`src/rtl/pipe_hazard_ctrl.sv`:
```
// Stall/flush sequencer for the 5-stage pipeline: load-use, branch, trap/mret, MEM wait and timeout.
// Define PERF_STALL_CNT_EN to build the 32-bit stall-cycle performance counter.
module pipe_hazard_ctrl #(
  parameter int unsigned MEM_TIMEOUT = 16,
  parameter int unsigned WCNT_W      = 5
) (
  input  logic              clk,
  input  logic              rst,
  input  logic [4:0]        rs1_ID,
  input  logic [4:0]        rs2_ID,
  input  logic              rs1_used_ID,
  input  logic              rs2_used_ID,
  input  logic [4:0]        rd_EX,
  input  logic              mem_r_EX,
  input  logic              branch_taken_EX,
  input  logic [1:0]        exp_vector_EX,
  input  logic              mret_EX,
  input  logic              mem_req_MEM,
  input  logic              mem_ready,
  output logic              en_PC,
  output logic              en_IFID,
  output logic              flush_IFID,
  output logic              en_IDEX,
  output logic              flush_IDEX,
  output logic              flush_EXMEM,
  output logic [1:0]        pc_sel,
  output logic              trap_commit,
  output logic              bus_err,
  output logic [31:0]       stall_cycles
);

  localparam logic [1:0] PC_SEQ   = 2'd0;
  localparam logic [1:0] PC_BR    = 2'd1;
  localparam logic [1:0] PC_MTVEC = 2'd2;
  localparam logic [1:0] PC_MEPC  = 2'd3;

  localparam logic [WCNT_W-1:0] WCNT_ONE  = WCNT_W'(1);
  localparam logic [WCNT_W-1:0] WCNT_LAST = WCNT_W'(MEM_TIMEOUT - 1);

  typedef enum logic [1:0] {
    ST_RUN        = 2'd0,
    ST_MEM_WAIT   = 2'd1,
    ST_TRAP_FLUSH = 2'd2
  } state_t;

  state_t            state;
  state_t            state_nxt;
  logic [WCNT_W-1:0] wait_cnt;
  logic [WCNT_W-1:0] wait_cnt_nxt;

  logic exc_ex;
  logic rs1_hit;
  logic rs2_hit;
  logic load_use;
  logic ex_eval;

  // Hazard detection on the ID/EX boundary; x0 never creates a dependency.
  assign exc_ex   = |exp_vector_EX;
  assign rs1_hit  = rs1_used_ID && (rs1_ID == rd_EX);
  assign rs2_hit  = rs2_used_ID && (rs2_ID == rd_EX);
  assign load_use = mem_r_EX && (rd_EX != 5'd0) && (rs1_hit || rs2_hit);

  always_ff @(posedge clk or posedge rst) begin
    if (rst) begin
      state    <= ST_RUN;
      wait_cnt <= '0;
    end else begin
      state    <= state_nxt;
      wait_cnt <= wait_cnt_nxt;
    end
  end

  // Next-state and combinational control outputs.
  always_comb begin
    state_nxt    = state;
    wait_cnt_nxt = wait_cnt;
    en_PC        = 1'b1;
    en_IFID      = 1'b1;
    flush_IFID   = 1'b0;
    en_IDEX      = 1'b1;
    flush_IDEX   = 1'b0;
    flush_EXMEM  = 1'b0;
    pc_sel       = PC_SEQ;
    trap_commit  = 1'b0;
    bus_err      = 1'b0;
    ex_eval      = 1'b0;

    case (state)
      ST_RUN: begin
        wait_cnt_nxt = '0;
        if (mem_req_MEM && !mem_ready) begin
          en_PC        = 1'b0;
          en_IFID      = 1'b0;
          en_IDEX      = 1'b0;
          state_nxt    = ST_MEM_WAIT;
          wait_cnt_nxt = WCNT_ONE;
        end else begin
          ex_eval = 1'b1;
        end
      end

      ST_MEM_WAIT: begin
        if (mem_ready) begin
          state_nxt    = ST_RUN;
          wait_cnt_nxt = '0;
          ex_eval      = 1'b1;
        end else begin
          en_PC   = 1'b0;
          en_IFID = 1'b0;
          en_IDEX = 1'b0;
          if (wait_cnt == WCNT_LAST) begin
            state_nxt    = ST_TRAP_FLUSH;
            wait_cnt_nxt = '0;
            bus_err      = 1'b1;
          end else begin
            wait_cnt_nxt = wait_cnt + WCNT_ONE;
          end
        end
      end

      ST_TRAP_FLUSH: begin
        flush_IFID   = 1'b1;
        flush_IDEX   = 1'b1;
        flush_EXMEM  = 1'b1;
        pc_sel       = PC_MTVEC;
        trap_commit  = 1'b1;
        state_nxt    = ST_RUN;
        wait_cnt_nxt = '0;
      end

      default: begin
        state_nxt    = ST_RUN;
        wait_cnt_nxt = '0;
      end
    endcase

    // EX-stage events only act when the pipeline is moving; trap/branch hide load-use.
    if (ex_eval) begin
      if (exc_ex) begin
        flush_IFID  = 1'b1;
        flush_IDEX  = 1'b1;
        flush_EXMEM = 1'b1;
        pc_sel      = PC_MTVEC;
        trap_commit = 1'b1;
      end else if (mret_EX) begin
        flush_IFID  = 1'b1;
        flush_IDEX  = 1'b1;
        flush_EXMEM = 1'b1;
        pc_sel      = PC_MEPC;
        trap_commit = 1'b1;
      end else if (branch_taken_EX) begin
        flush_IFID = 1'b1;
        flush_IDEX = 1'b1;
        pc_sel     = PC_BR;
      end else if (load_use) begin
        en_PC      = 1'b0;
        en_IFID    = 1'b0;
        flush_IDEX = 1'b1;
      end
    end

    if (rst) begin
      en_PC       = 1'b0;
      en_IFID     = 1'b0;
      flush_IFID  = 1'b0;
      en_IDEX     = 1'b0;
      flush_IDEX  = 1'b0;
      flush_EXMEM = 1'b0;
      pc_sel      = PC_SEQ;
      trap_commit = 1'b0;
      bus_err     = 1'b0;
    end
  end

`ifdef PERF_STALL_CNT_EN
  // Counts every cycle the PC is held; wraps naturally at 2^32.
  always_ff @(posedge clk or posedge rst) begin
    if (rst) begin
      stall_cycles <= '0;
    end else if (!en_PC) begin
      stall_cycles <= stall_cycles + 32'd1;
    end
  end
`else
  assign stall_cycles = '0;
`endif

endmodule

```
`config.mk`:
```
export PLATFORM = sky130hd
export DESIGN_NAME = pipe_hazard_ctrl
export DESIGN_NICKNAME = d
export VERILOG_FILES = /design/src/rtl/pipe_hazard_ctrl.sv
export SDC_FILE = /design/constraint.sdc
export NUM_CORES = 1
export LEC_CHECK = 0
export CAP_MARGIN = 10
export CORE_UTILIZATION = 50
export CTS_CLUSTER_DIAMETER = 40
export DETAILED_ROUTE_END_ITERATION = 10
export DONT_BUFFER_PORTS = 1
export SLEW_MARGIN = 20
export SYNTH_ARGS = -nofsm -noshare
export SYNTH_HDL_FRONTEND = slang
export SYNTH_SLANG_ARGS = --single-unit
```
`constraint.sdc`:
```
create_clock -name clk -period 1.7 [get_ports clk]
set_input_delay 0.34 -clock clk [delete_from_list [all_inputs] [get_ports clk]]
set_output_delay 0.34 -clock clk [all_outputs]
set_load 0.01 [all_outputs]
```
==> metrics.txt <==
status=completed; Internal Power=316 µW; WS Path Type=input pin to output pin; Area contributors post-synth=buf_4 33%, dfrtp_1 22%, xor2_1 10%, nor2_1 5.3%, nor3_1 4.5%; reg2reg start=wait_cnt[1]$_DFF_PP0_; Syn Area/Cell=around 8.0 µm²; 1st-pass router iterations=4; PD cells=about 530 mW/mm²; LEAKAGE=about 0.42 nW; Comb pwr share=30.7%; Tot Pwr=468 µW; Mapped Area=783 µm²; Buffers on Ports=0; CP Depth=4; Num CTS Buffers=3; Seq pwr share=between 30% and 40%; number of global-route vias before repair=560; FP Rows=13; GP Congestion=about 0.8; total global routing overflow=0; clk slew on worst S/H paths=50 ps; Worst EP required=between 1000 and 1500 ps; Die W=41.6 µm; global-route wire length before repair=2.52 mm; GRT met2 Usage=33.1%; MaxCap Viol Count=0; layout cells sized above 1=27.3%; Clk pwr share=32.0%; switching share of power=~33%; top_reg_cell synth=dfrtp_1; clock sinks=7; worst reg2reg path depth=5; vias per inst=4.98; Final Setup Violations=0; CORE AREA=0.00138 mm²; CP startpoint kind=input pin; fin. max-slew vios=0; Max Root-Sink Buffers=2; worst vdd rail ir drop=0.410 mV; via count=approximately 620; crit share post-route=around 100%; NetSw=152 µW; GR Util met1=21.8%; Hold Fails Final Rpt=0; RR Endpoint=wait_cnt[0]$_DFF_PP0_; RSZ-0062 raised after global routing=yes; most area-hungry cell type in the Yosys netlist=buf_4; dpl hpwl=1.21 mm; pin count of the biggest net entering global routing=6; CTS tree=built; Seq/Total Area, Yosys=22.4%; Final WS setup=6.81 ps; Clock Tree Root=clkbuf_4; Yosys reg bits=7; setup slack at placement=-19.0 ps; Synth cell types=24; die height=41.6 µm; antenna diode count=0; Layout Skew=3.26 ps; crit-path cells=or4_4, o21a_1, nand3b_1, o21a_2; Post-Syn Instances=98; busiest layer in global routing=met2; CP endpoint kind=output pin; yosys warns=0; # nets final=around 140; DR WL/cell=12.8 µm; area grow syn2layout=12.5%; R2R Setup Slk=500 ps; slowest CP cell=or4_4; crit path time final=about 1700 ps; worst-skew pair later-pin latency=between 200 and 300 ps; post-route ant nets=0; Crit path max-delay family=simple AND/OR/NAND/NOR gates; Residual DRC=0; arrival time worst endpoint=~1400 ps; die area=0.00173 mm²; io pins=approximately 70; Yosys top cell area share=32.6%; Iter 0 DRT Violations=8; initial core utilization=56.7%; worst hold-check path type=input pin to asynchronous set/reset pin; most common cell in the netlist=buf_4; DRT Wirelength=about 1.6 mm; number of flops mapped to enable cells by yosys=0; initial antenna violation count=0; Post-synth top cells=34 x buf_4, 11 x nor2_1, 9 x xor2_1, 7 x dfrtp_1, 7 x nor3_1; Critical Path Max Stage Delay=510 ps; Post-synth ARST share=100%; GR Util All Layers=19.0%; final core utilization=63.7%; H-tree Lvls=1; met3 GRT Util=6.09%; Buffers & Inverters on Critical Path=0; CP max FO=3; maximum clock rate=between 0.5 and 0.6 GHz
metrics by stage:
| step | hold WS [ps] | instances | instance area, µm² | TNS, ps |
|---|---|---|---|---|
| floorplan | 159 | 129 | 903 | -44.9 |
| global placement | 148 | 117 | 716 | 0 |
| detailed placement | 147 | 117 | 716 | -37.9 |
| CTS | 31.9 | 123 | 798 | 0 |
| global route | 74.5 | 125 | 881 | -465 |
| finish | 71.2 | 125 | 881 | 0 |
cells by family (layout without fill, tap and decap cells):
family          Yosys count  after routing  share of synthesized area (%)
fa+ha+maj                 1              1                           1.60
other cells               1             32                          0.479
simple gates             33             33                           21.1
mux                       1              1                           1.28
buf+inv                  36             17                           33.5
xor+xnor                 12             12                           13.4
flops                     7              7                           22.4
compound gates            7              7                           6.23
how the worst max path moves through the flow:
| stage | startpoint | end | slack (ps) |
|---|---|---|---|
| 6_report | rd_EX[0] | en_IFID | 7 |
| 5_1_grt | wait_cnt[1]$_DFF_PP0_ | bus_err | -80 |
| 4_1_cts | state[1]$_DFFE_PP0P_ | trap_commit | 0.6 |
| 3_5_place_dp | rd_EX[0] | en_IFID | -20 |
| 3_3_place_gp | rd_EX[0] | en_IFID | 3 |
| 2_1_floorplan | rd_EX[0] | en_PC | -40 |
power groups by stage:
stage,clock (mW),sequential [mW],combinational (mW)
floorplan,0,0.177,0.150
global placement,0,0.177,0.110
detailed placement,0,0.177,0.111
CTS,0.157,0.174,0.124
global route,0.169,0.175,0.157
finish,0.150,0.174,0.144
routing by layer:
layer,share of wire (%),vias up
met4,1.1,0
met5,0,-
met2,53,49
met3,8.1,2
li1,-,289
met1,38,282
what timing repair did:
| action | 4_1_cts | 5_1_grt |
|---|---|---|
| gates resized for setup | 11 | 15 |
| hold endpoints to repair | 3 | 0 |
| hold buffers | 1 | 0 |
| setup endpoints to repair | 8 | 9 |
| pin swaps | 1 | 5 |
| setup buffers | 1 | 2 |
layout by cell type, fill, tap and decap left out, drive strengths merged:
| cell type | count |
|---|---|
| conb | 32 |
| nor2 | 11 |
| buf | 10 |
| xor2 | 9 |
| dfrtp | 7 |
| nor3 | 7 |
| clkbuf | 4 |
| xnor2 | 3 |
| nand2 | 3 |
| nand3 | 3 |
| nor4 | 3 |
| inv | 2 |
| o22ai | 2 |
| o21a | 2 |
| and4b | 1 |
| mux2i | 1 |
| o21ai | 1 |
| and3 | 1 |
| nor2b | 1 |
| and2 | 1 |
| a32oi | 1 |
| or4 | 1 |
| nand3b | 1 |
| a21boi | 1 |
| ha | 1 |
| dlygate4sd3 | 1 |
sequential cells by signal (all words and copies together) (netlist names):
signal,cells
state,2
wait_cnt,5
layout make-up:
| cell class | instances | area, µm² |
|---|---|---|
| Multi-Input combinational cell | 86 | 564 |
| Fill cell | 121 | 502 |
| Sequential cell | 7 | 175 |
| Timing Repair Buffer | 11 | 88.8 |
| Clock buffer | 4 | 26.3 |
| Tap cell | 15 | 18.8 |
| Inverter | 2 | 7.51 |
Note: power is estimated with default switching activity, not from simulation.
==> edit 1, RTL diff (config.mk and constraints unchanged) <==
Add a define of `PERF_STALL_CNT_EN`.
--- a/src/rtl/pipe_hazard_ctrl.sv
+++ b/src/rtl/pipe_hazard_ctrl.sv
@@ -2,2 +2,4 @@
 // Define PERF_STALL_CNT_EN to build the 32-bit stall-cycle performance counter.
+`define PERF_STALL_CNT_EN
+
 module pipe_hazard_ctrl #(
Function: changed (a bounded check fails within 4 cycles, from zero or initial values and one cycle with rst high).
==> edit 1 against the unedited design <==
The run now ends with setup timing left; cell area rose to 3.6 times the old value; power increased to 7.9 times the old value; area after synthesis rose to 2.7 times the old value; wire length grew to 3.5 times the old value; sequential cell count up 32; register-to-register slack got worse by 0.70 ns; worst hold slack better by 0.0072 ns; count of clock-buffer cells in the layout is 2 higher; setup slack got worse by 0.24 ns; combinational power rose to 11 times the old value; critical path type is now reg -> out; largest cell class unchanged; largest power group is now combinational logic.
==> edit 1: results (changes against the unedited design) <==
Status
  – Status: complete, but fails checks
  – Violated checks: setup timing

Global route
  – First-pass GRT wire length: 8.74 mm (+250%)
  – Maximum number of pins on one net before global-route repair: 40 (+34)
  – Met1 GRT Util: 31.1% (+9.3 points)
  – GRT met3 Usage: 7.71% (+1.6 points)
  – Vias in the first global route: 1,897 (+240%)
  – Met2 global-route usage: 47.7% (+15 points)
  – Antenna violations before repair: 0 (unchanged)
  – Gr usage total: 27.4% (+8.4 points)

Placement
  – Port Buffers: 0 (unchanged)
  – HPWL after DPL: 3.72 mm (+210%)
  – Final Wtd Congestion: 0.778 (-2.3%)

Routing
  – Drt first-iter violations: 47 (+39)
  – Drt wl/cell: 17.5 um (+36%)
  – Vias after detailed routing: 1,809 (+190%)
  – First drt pass iteration count: 4 (unchanged)

Clock network
  – Later-pin clock latency in the skew report: 0.30 ns (+0.05 ns)
  – CTS H-tree lvls: 2 (+1)
  – TritonCTS buffer count: 5 (+2)
  – CTS Buffer Depth: 2 (unchanged)
  – Worst-path clk slew: 0.08 ns (+0.03 ns)
  – Clock Tree Root: clkbuf_8

Power and ir drop
  – Sw Ratio: 36.5% (+4.0 points)
  – Leakage: 0.00136 uW (+220%)
  – Worst ir drop on vdd: 1150 uV (+180%)

Logic synthesis
  – YS warnings: 0 (unchanged)
  – Post-synth cell types: 38 (+58%)
  – Synth top area cells: dfrtp_1 (47%), xor2_1 (12%), xnor2_1 (5.9%)
  – Synthesized Nets: 230
  – Fraction of registers with async set/reset: 100% (unchanged)
  – Most frequent cells after synthesis: dfrtp_1 (39), xor2_1 (29), nand2_1 (20)
  – Sequential cell area fraction in the yosys report: 47.0% (+25 points)

STA
  – Final setup violating endpoints: 38 (+38)
  – TNS Setup: -4.03 ns (-4.03 ns)
  – Max_slew headroom: around 66%
  – Final WS setup: -0.237 ns (-0.244 ns)
  – Skew final: 0.0105 ns (+0.00725 ns)

Critical path
  – CP Max Fanout: 8 (+5)
  – Worst EP arrival: 1.60 ns (+0.25 ns)

Min path
  – Hold WC Path Type: in -> async

Final layout
  – Share of layout cells above drive strength 1: 48.3% (+21 points)
  – N_diodes: 0 (unchanged)
  – Top Registers: stall_cycles: 32 flops, wait_cnt: 5 flops, state: 2 flops
  – Filler instances: 244 (+100%)
  – Final-stage net count: 296 (+110%)
[edit 1: area by class of cell]
| cell class | instances | area, um2 | share of cell area, % |
|---|---|---|---|
| timing repair buffer | 65 | 552 | 17.3 |
| multi-input combinational | 154 | 1450 | 45.5 |
| tap | 50 | 62.6 | 1.96 |
| sequential | 39 | 980 | 30.7 |
| inverter | 3 | 15.0 | 0.470 |
| clock inverter | 2 | 60.1 | 1.88 |
| clock buffer | 6 | 72.6 | 2.27 |
[edit 1: what timing repair did]
item	in CTS	in global routing
cloned	1	0
pin swaps	37	22
resized for setup	42	17
hold endpoints to repair	0	0
buffers inserted	8	6
hold buffers	0	0
setup endpoints to repair	35	41
[edit 1: kinds of logic (layout without fill, tap and decap cells)]
| logic type | count (synthesis) | after routing | share of synthesized area [%] |
|---|---|---|---|
| buffers and inverters | 10 | 76 | 2.89 |
| xor gates and xnor gates | 43 | 43 | 18.1 |
| muxes | 1 | 1 | 0.542 |
| adders and majority gates | 2 | 2 | 1.20 |
| DFF | 39 | 39 | 47.0 |
| AOI/OAI and AO/OA | 9 | 10 | 2.65 |
| and+or+nand+nor | 98 | 98 | 27.6 |
[edit 1: metal layers]
metal / part of all wire, % / up-vias
met4: 1.7 / 0
met2: 52 / 57
met5: 0 / -
li1: - / 840
met1: 40 / 903
met3: 6.1 / 9
[edit 1: worst paths after layout]
path / cells after the start / end / slack (ns) / from
hold / removal: 2 / stall_cycles[9]$_DFFE_PP0N_ / 0.08 / rst
hold reg to reg: 1 / wait_cnt[0]$_DFF_PP0_ / 0.51 / wait_cnt[0]$_DFF_PP0_
min in group clk: 3 / wait_cnt[4]$_DFF_PP0_ / 0.23 / mem_ready
max in group asynchronous: 2 / stall_cycles[22]$_DFFE_PP0N_ / 1.23 / rst
setup / recovery: 5 / en_IFID / -0.24 / state[1]$_DFFE_PP0P_
setup reg to reg: 8 / stall_cycles[13]$_DFFE_PP0N_ / -0.20 / state[1]$_DFFE_PP0P_
[edit 1: worst max-delay path, cell delays in order, from the launching register on]
cell	delay, ns
dfrtp_1	0.40
nor3_2	0.17
o21ai_2	0.12
nor4_4	0.30
a21boi_4	0.15
buf_12	0.17
[edit 1: power by group through the flow]
stage               sequential [uW]  clock (uW)  combinational, uW
floorplan                      1410           0                581
global placement               1250           0               1280
detailed placement             1260           0               1320
CTS                            1240         937               1470
global route                   1270         980               1660
finish                         1240         921               1540
[edit 1: per-stage QoR]
stage	setup slack (ns)	hold WS, ns	util (%)	cell area, um2	instances
3_5_place_dp	-0.273	0.407	67.7	2710	300
5_1_grt	-0.316	0.117	79.9	3200	319
6_report	-0.237	0.0784	79.9	3200	319
2_1_floorplan	-0.234	0.320	-	2230	202
4_1_cts	-0.227	0.0812	77.4	3100	316
3_3_place_gp	-0.221	0.390	67.7	2710	300
==> edit 2, RTL diff (same flow settings) <==
Made on the original files. Register the output `bus_err`, with the module's reset; this adds one clock of latency there. The other outputs are not delayed to match.
--- a/src/rtl/pipe_hazard_ctrl.sv
+++ b/src/rtl/pipe_hazard_ctrl.sv
@@ -45,2 +45,4 @@
 
+  logic bus_err_d;
+
   state_t            state;
@@ -84,3 +86,3 @@
     trap_commit  = 1'b0;
-    bus_err      = 1'b0;
+    bus_err_d    = 1'b0;
     ex_eval      = 1'b0;
@@ -113,3 +115,3 @@
             wait_cnt_nxt = '0;
-            bus_err      = 1'b1;
+            bus_err_d    = 1'b1;
           end else begin
@@ -170,3 +172,3 @@
       trap_commit = 1'b0;
-      bus_err     = 1'b0;
+      bus_err_d   = 1'b0;
     end
@@ -187,2 +189,10 @@
 
+  always_ff @(posedge clk or posedge rst) begin
+    if (rst) begin
+      bus_err <= '0;
+    end else begin
+      bus_err <= bus_err_d;
+    end
+  end
+
 endmodule
Check against the original RTL: no difference found for any inputs over 10 cycles, from zero or initial values and one cycle with rst high; that may be too few to reach the edited logic, so the function may still have changed.
==> edit 2 against the unedited design <==
Setup slack improved by 0.0018 ns; utilization shrank 7.1 points; maximum frequency is 0.11% higher; register-to-register slack worse by 0.07 ns; power up 2.3%; area after synthesis is 3.2% higher; combinational power shrank 5%; largest power group unchanged; via count up 0.96%; sequential cell count grew 1; cell area fell by 3.1%; wire length is 3.8% lower; synthesized cell count grew 1.0%.
==> edit 2: results (changes against the unedited design) <==
Global route
  – First-pass GRT wire length: 2.25 mm (-11%)
  – Gr usage total: 16.0% (-3.0 points)
  – Vias in the first global route: 543 (-3.0%)
  – Maximum number of pins on one net before global-route repair: 9 (+3)

Logic synthesis
  – Fraction of registers with async set/reset: 100% (unchanged)
  – Sequential cell area fraction in the yosys report: 24.8% (+2.4 points)
  – Most frequent cells after synthesis: buf_4 (34), nor2_1 (11), xor2_1 (9)
  – Post-synth cell types: 24 (unchanged)
  – Synth top area cells: buf_4 (32%), dfrtp_1 (25%), xor2_1 (9.8%)

Clock network
  – CTS Buffer Depth: 2 (unchanged)

Min path
  – Hold WC Path Type: in -> async

Placement
  – Final Wtd Congestion: 0.733 (-7.9%)
  – HPWL after DPL: 1.11 mm (-8.4%)

Status
  – Status: finished clean

Final layout
  – Final-stage net count: 135 (-2.2%)
  – Top Registers: wait_cnt: 5 flops, state: 2 flops, bus_err: 1 flops
  – N_diodes: 0 (unchanged)
  – Share of layout cells above drive strength 1: 21.7% (-5.6 points)
  – Filler instances: 136 (+12%)

Power and ir drop
  – Leakage: 0.000417 uW (-1.6%)
  – Worst ir drop on vdd: 290 uV (-29%)

Routing
  – Vias after detailed routing: 628 (+0.96%)
  – Drt first-iter violations: 15 (+7)
  – Drt wl/cell: 12.7 um (-1.4%)
  – First drt pass iteration count: 5 (+1)

Critical path
  – CP Max Fanout: 4 (+1)

STA
  – Skew final: 0.00580 ns (+0.00254 ns)
edit 2: changes by cell type in the layout (fill, tap and decap cells not counted), sizes merged:
| cell | delta |
|---|---|
| dlygate4sd3 | -1 |
| dfrtp | +1 |
| clkbuf | -1 |
| buf | -3 |
edit 2: critical path, cell delays in order, from the launching register on:
cell and delay, ns:
dfrtp_1 0.39, buf_6 0.15, nor2b_4 0.05, o22ai_4 0.16
nand3_1 0.17, o22ai_4 0.18
edit 2: final timing paths:
kind                                        from               endpoint  slack (ns)  cells after the start
setup / recovery            state[1]$_DFFE_PP0P_             flush_IDEX       0.009                      5
hold / removal                               rst   state[1]$_DFFE_PP0P_        0.05                      2
setup reg to reg           wait_cnt[0]$_DFF_PP0_  wait_cnt[0]$_DFF_PP0_        0.43                      5
hold reg to reg            wait_cnt[4]$_DFF_PP0_      bus_err$_DFF_PP0_        0.46                      1
max in group asynchronous                    rst  wait_cnt[1]$_DFF_PP0_        1.52                      2
min in group clk                             rst      bus_err$_DFF_PP0_        0.15                      1
edit 2: area by class of cell:
type / instances / area share [%]
clock buffer: 3 / 2.64
inverter: 2 / 0.880
multi-input combinational: 86 / 63.6
sequential: 8 / 23.5
tap: 16 / 2.35
timing repair buffer: 7 / 7.04
edit 2: through the flow:
stage,area (um2),worst slack [ns],std cells
6_report,853,0.00863,122
5_1_grt,853,-0.0204,122
4_1_cts,801,0.0162,121
3_5_place_dp,734,-0.00875,118
3_3_place_gp,734,0.0156,118
2_1_floorplan,928,-0.0449,130
edit 2: kinds of logic after synthesis:
family          synth area share [%]
fa+ha+maj                       1.55
flops                           24.8
compound gates                  6.04
xor+xnor                        13.0
buf+inv                         32.5
mux                             1.24
simple gates                    20.4
other cells                    0.464
edit 2: report_power, final:
group	internal, uW	switching, uW	total [uW]
registers	195	3.07	198
clock network	80.7	62.9	144
logic	48.7	88.5	137
edit 2: routing by layer:
layer / up-vias / track usage (%) / part of all wire (%)
met4: 0 / 4.38 / 0.84
met3: 2 / 5.60 / 9.8
met5: - / 0 / 0
met1: 289 / 20.5 / 39
met2: 56 / 25.5 / 50
li1: 281 / - / -
edit 2: repair_timing:
action / 4_1_cts / 5_1_grt
resized for setup: 11 / 9
buffers inserted: 0 / 1
endpoints found under the setup margin: 8 / 8
pin swaps: 3 / 6
